==> config.mk <==
export PLATFORM = sky130hd
export DESIGN_NAME = score_update_ctrl_flat
export DESIGN_NICKNAME = d
export VERILOG_FILES = /design/src/rtl/score_update_ctrl_if.sv /design/src/rtl/score_update_ctrl.sv /design/src/flat_wrapper.sv
export SDC_FILE = /design/constraint.sdc
export NUM_CORES = 1
export LEC_CHECK = 0
export ABC_AREA = 0
export CAP_MARGIN = 10
export CORE_MARGIN = 3
export CORE_UTILIZATION = 30
export DETAILED_ROUTE_END_ITERATION = 10
export MAX_ROUTING_LAYER = met4
export SLEW_MARGIN = 20
export SYNTH_ARGS = -nofsm -noshare
export SYNTH_HDL_FRONTEND = slang
export SYNTH_SLANG_ARGS = --single-unit
==> constraint.sdc <==
create_clock -name clk -period 6.5 [get_ports clk]
set_input_delay 0.65 -clock clk [delete_from_list [all_inputs] [get_ports clk]]
set_output_delay 0.65 -clock clk [all_outputs]
set_load 0.03 [all_outputs]
==> src/rtl/score_update_ctrl_if.sv <==
// Signal bundle between the push-button front end and the scoreboard controller.
// upd_valid is a one-cycle notification with no ready: the consumer must sample it in that cycle.
interface score_update_ctrl_if;
  logic [3:0]  btn;
  logic        clr;
  logic [15:0] num;
  logic        upd_valid;
  logic [1:0]  upd_idx;
  logic [3:0]  pending;

  modport master (
    output btn, clr,
    input  num, upd_valid, upd_idx, pending
  );

  modport slave (
    input  btn, clr,
    output num, upd_valid, upd_idx, pending
  );
endinterface

==> src/rtl/score_update_ctrl.sv <==
// Debounces four raw buttons and increments the matching hex digit of a 16-bit
// scoreboard value through one shared incrementer, serving requests round-robin.
module score_update_ctrl #(
  parameter int          DB_CYCLES = 20,
  parameter int          DB_W      = 5,
  parameter logic [15:0] INIT_NUM  = 16'hABCD
) (
  input  logic                clk,
  input  logic                rst,
  score_update_ctrl_if.slave  bus,
  output logic                dbg_state
);

  typedef enum logic {IDLE = 1'b0, SERVE = 1'b1} state_t;

  state_t            state;
  logic [3:0]        sync1, sync2;
  logic [3:0]        db, db_q;
  logic [DB_W-1:0]   cnt [4];
  logic [3:0]        pending;
  logic [1:0]        rr_ptr;
  logic [15:0]       num;
  logic              upd_valid;
  logic [1:0]        upd_idx;

  logic [3:0]        press;
  logic              gvalid;
  logic [1:0]        gidx;
  logic [1:0]        idx;
  logic [3:0]        grant;
  logic [3:0]        cur_digit, inc_digit;

  assign press = db & ~db_q;

  // Grants only once SERVE is registered, so a fresh request waits one cycle in IDLE.
  always_comb begin
    gvalid = 1'b0;
    gidx   = 2'd0;
    idx    = 2'd0;
    for (int k = 0; k < 4; k++) begin
      idx = rr_ptr + 2'(k);
      if (!gvalid && pending[idx]) begin
        gvalid = 1'b1;
        gidx   = idx;
      end
    end
    if (state != SERVE) gvalid = 1'b0;
    grant = gvalid ? (4'b0001 << gidx) : 4'b0000;
  end

  assign cur_digit = num[{gidx, 2'b00} +: 4];
  assign inc_digit = cur_digit + 4'd1;

  always_ff @(posedge clk or posedge rst) begin
    if (rst) begin
      state     <= IDLE;
      sync1     <= '0;
      sync2     <= '0;
      db        <= '0;
      db_q      <= '0;
      for (int i = 0; i < 4; i++) cnt[i] <= '0;
      pending   <= '0;
      rr_ptr    <= '0;
      num       <= INIT_NUM;
      upd_valid <= 1'b0;
      upd_idx   <= '0;
    end else begin
      sync1 <= bus.btn;
      sync2 <= sync1;
      db_q  <= db;

      // A level flips only after DB_CYCLES consecutive disagreeing samples.
      for (int i = 0; i < 4; i++) begin
        if (sync2[i] == db[i]) begin
          cnt[i] <= '0;
        end else if (cnt[i] == DB_W'(DB_CYCLES - 1)) begin
          db[i]  <= sync2[i];
          cnt[i] <= '0;
        end else begin
          cnt[i] <= cnt[i] + 1'b1;
        end
      end

      if (bus.clr) begin
        num       <= INIT_NUM;
        pending   <= press;
        upd_valid <= 1'b0;
        state     <= IDLE;
      end else begin
        pending   <= (pending & ~grant) | press;
        upd_valid <= gvalid;
        if (gvalid) begin
          num[{gidx, 2'b00} +: 4] <= inc_digit;
          upd_idx                 <= gidx;
          rr_ptr                  <= gidx + 2'd1;
        end
        case (state)
          IDLE:    if (|pending) state <= SERVE;
          SERVE:   if (pending == 4'b0000) state <= IDLE;
          default: state <= IDLE;
        endcase
      end
    end
  end

  assign bus.num       = num;
  assign bus.upd_valid = upd_valid;
  assign bus.upd_idx   = upd_idx;
  assign bus.pending   = pending;
  assign dbg_state     = state;

endmodule

==> src/flat_wrapper.sv <==
// flat-port wrapper written by rule: the top's interface ports become plain ports
module score_update_ctrl_flat 
#(
  parameter int          DB_CYCLES = 20,
  parameter int          DB_W      = 5,
  parameter logic [15:0] INIT_NUM  = 16'hABCD
)
  (clk, rst, dbg_state, bus_btn, bus_clr, bus_num, bus_upd_valid, bus_upd_idx, bus_pending);
  score_update_ctrl_if bus_i ();
  input  logic clk;
  input  logic rst;
  output logic dbg_state;
  input wire logic [$bits(bus_i.btn)-1:0] bus_btn;
  input wire logic [$bits(bus_i.clr)-1:0] bus_clr;
  output wire logic [$bits(bus_i.num)-1:0] bus_num;
  output wire logic [$bits(bus_i.upd_valid)-1:0] bus_upd_valid;
  output wire logic [$bits(bus_i.upd_idx)-1:0] bus_upd_idx;
  output wire logic [$bits(bus_i.pending)-1:0] bus_pending;
  assign bus_i.btn = bus_btn;
  assign bus_i.clr = bus_clr;
  assign bus_num = bus_i.num;
  assign bus_upd_valid = bus_i.upd_valid;
  assign bus_upd_idx = bus_i.upd_idx;
  assign bus_pending = bus_i.pending;
  score_update_ctrl #(.DB_CYCLES(DB_CYCLES), .DB_W(DB_W), .INIT_NUM(INIT_NUM)) u_core (.clk(clk), .rst(rst), .bus(bus_i), .dbg_state(dbg_state));
endmodule
==> summary.txt <==
GRT
  – GR Util met3: 4.78%
  – First-pass GRT wire length: 9830 um
  – Global routing's busiest layer: met2
  – Met2 usage: 17.5%
  – Met1 Usage GRT: 14.6%
  – Remaining global-route overflow: 0
  – Largest net degree at the start of global routing: 63
  – Vias in the first global route: 1,980
  – Tot GR Track Use: 11.7%
  – Initial antenna violation count: 0

Worst hold path
  – Hold crit path type: flop to flop
  – Hold Startpoint: u_core.sync1[2]$_DFF_PP0_
  – Hold Path Depth: 0

Timing
  – Setup Skew: 0.0109 ns
  – Post-route clock period utilization: 45.6%
  – Final Max Slew Viols: 0
  – # setup viols final: 0
  – Least-Margin Pin Slew: 0.759 ns
  – RSZ-0062 raised after global routing: false
  – Hold_ws: 0.350 ns
  – Setup TNS: 0 ns
  – Slew HR: 49.3%
  – Count of endpoints failing hold in the final timing report: 0
  – Final worst-path setup slack: 3.54 ns
  – Final min period: 2.96 ns
  – Fmax: 337 MHz

Synthesis
  – Async S/R FF share, synth: 100%
  – Cell taking the most area after synthesis: dfrtp_1
  – Ys flop type: dfrtp_1
  – Synth top area cells: dfrtp_1 45%, dfstp_2 9.1%, ha_1 4.4%, nand3_1 4.0%, nor2_1 3.9%
  – Distinct cells, synth: 45
  – Synth Instances: 260
  – Mapped Area: 2870 um^2
  – Yosys warns: 0
  – Syn_area_per_cell: 11.1 um^2
  – Sequential area share after synthesis: 54.4%
  – Net count after synthesis: 277
  – Post-synthesis register bit count: 62
  – Number of synthesized flops with an enable pin: 0
  – Top-area cell type share of the netlist area: 45.3%

Layout
  – Final Net Count: 314
  – Final core occ: 37.8%
  – Ant. Diodes: 0
  – P&R area growth vs syn: 22.2%
  – Commonest cells after routing, fill and taps aside: 52 x dfrtp_1, 30 x nor2_1, 30 x clkdlybuf4s50_1, 23 x nand3_1, 13 x o21ai_0
  – Ratio of cells with drive above 1 in the final layout: 15.2%
  – Commonest non-fill, non-tap cell in the layout: dfrtp_1

Critical path
  – Critical Path AT: 3.24 ns
  – Crit Path Category: flop to flop
  – Reg2reg end: u_core.bus.num[15]$_DFFE_PP1P_
  – Setup crit start kind: flop
  – Crit path capture: u_core.bus.num[15]$_DFFE_PP1P_
  – Reg2Reg Depth: 9
  – Worst reg-to-reg setup slack: 3.54 ns
  – Worst path required time: 6.77 ns
  – Reg-to-Reg Start: u_core.rr_ptr[1]$_DFFE_PP0P_
  – Max FO, Critical Path: 14
  – Crit path launch: u_core.rr_ptr[1]$_DFFE_PP0P_
  – Worst setup EP type: flop

Clock tree
  – Postcts setup bufs: 0
  – CTS tree: done
  – Post-CTS Resized: 0
  – Clock buffer depth: 2
  – Clock slew seen by the registers of the worst setup and hold paths: 0.07 ns
  – Root Buffer Master: clkbuf_8
  – Sink Count: 62
  – H-tree depth: 3
  – Post-CTS Hold Fix Bufs: 0
  – Worst-skew pair later-pin latency: 0.34 ns
  – CTS Buf Count: 9

Place
  – RD Place Congestion: 0.881
  – Buffers on Ports: 30
  – Hpwl dp: 3970 um
  – Pre-CTS setup slack: 3.57 ns

Drt
  – Post-route ant nets: 0
  – Final wirelength: 5700 um
  – Drt pass-1 iters: 5
  – DRT iter0 DRCs: 83
  – DRC: 0
  – Wirelength per Cell: 13.2 um
  – Via density: 4.69
  – Via count: 2,021

Floorplan
  – Row Count: 35
  – Die ar.: 10,800 um^2
  – Starting density of the core: 31.0%
  – Core area: 9280 um^2
  – Die X: 104 um
  – IO Pins: 31
  – Die Ht: 104 um

Outcome
  – Status: complete, no violations

Power
  – VDD IR max: 0.115 mV
  – Overall Power: 0.782 mW
  – Leakage: 1.43 nW
  – Clk network pwr share: 43.5%
  – Sw frac: 22.0%
  – Share of power burned in registers: 52.0%
  – Comb power frac: 4.5%
  – PD cells: 223 nW/um^2
  – Psw: 0.172 mW
  – Int Power: 0.610 mW

Job
  – Max_cap viols: 0
## critical path, cell delays in order, from the launching register on
cell	delay, ns
dfrtp_1	0.45
mux2i_1	0.21
nor2_1	0.08
nor3_4	0.52
inv_2	0.22
ha_1	0.27
or3_1	0.40
or3b_1	0.34
or3_1	0.31
nand3_1	0.09
## flip-flops by register name, indices dropped and copies added (netlist names)
register	count
u_core.dbg_state	1
u_core.bus.num	16
u_core.cnt	20
u_core.rr_ptr	2
u_core.db	4
u_core.bus.upd_valid	1
u_core.sync1	4
u_core.bus.pending	4
u_core.sync2	4
u_core.bus.upd_idx	2
u_core.db_q	4
## cells by family after synthesis
logic type,count (synthesis),synth area share (%)
xor gates and xnor gates,16,4.88
AOI/OAI and AO/OA,38,9.19
buffers and inverters,17,2.74
DFF,62,54.4
and+or+nand+nor,104,19.4
adders and majority gates,10,4.35
muxes,13,5.01
## power groups by stage
| stage | Combinational, mW | Sequential [mW] | Clock [mW] |
|---|---|---|---|
| CTS | 0.0365 | 0.407 | 0.352 |
| finish | 0.0350 | 0.407 | 0.340 |
| global route | 0.0407 | 0.408 | 0.375 |
| floorplan | 0.0225 | 0.414 | 0 |
| detailed placement | 0.0363 | 0.414 | 0 |
| global placement | 0.0353 | 0.413 | 0 |
## routing by layer
layer	wire [um]	vias to the layer above
li1	-	986
met1	2700	972
met2	2660	53
met3	269	10
met4	71	0
met5	0	-
## how the worst min path moves through the flow
| stage | to | slack (ns) |
|---|---|---|
| CTS | u_core.sync2[1]$_DFF_PP0_ | 0.35 |
| global route | u_core.sync2[1]$_DFF_PP0_ | 0.36 |
| floorplan | u_core.sync2[0]$_DFF_PP0_ | 0.33 |
| detailed placement | u_core.sync2[1]$_DFF_PP0_ | 0.34 |
| global placement | u_core.sync2[1]$_DFF_PP0_ | 0.33 |
| finish | u_core.sync2[2]$_DFF_PP0_ | 0.35 |
## stage by stage
step,instance area (um^2),std cells
after floorplan,2870,260
after global placement,3310,415
after detailed placement,3310,415
after CTS,3510,431
after global routing,3510,431
final,3510,431
## area by class of cell
cell class / instances / area (um^2)
inverters: 12 / 45.0
well taps: 129 / 161
multi-input cells: 181 / 1230
clock buffers: 13 / 159
fillers: 946 / 5770
flip-flops and latches: 62 / 1560
clock inverters: 3 / 42.5
repair buffers: 31 / 308
## cell usage after synthesis (2+ instances only)
cell type and count:
dfrtp_1 52, nor2_1 30, nand3_1 23, o21ai_0 13, xor2_1 12, inv_1 11
nand2_1 11, dfstp_2 10, ha_1 10, a21oi_1 8, nor3_1 8, mux2_2 7
mux2i_1 5, nand2b_1 5, a221o_1 4, a22oi_1 4, nor4_1 4, xnor2_1 4
and2_1 3, clkbuf_1 3, nand3b_1 3, or3_1 3, a221o_2 2, buf_6 2
nor2b_1 2, or3_2 2
Note: power is estimated with default switching activity, not from simulation.
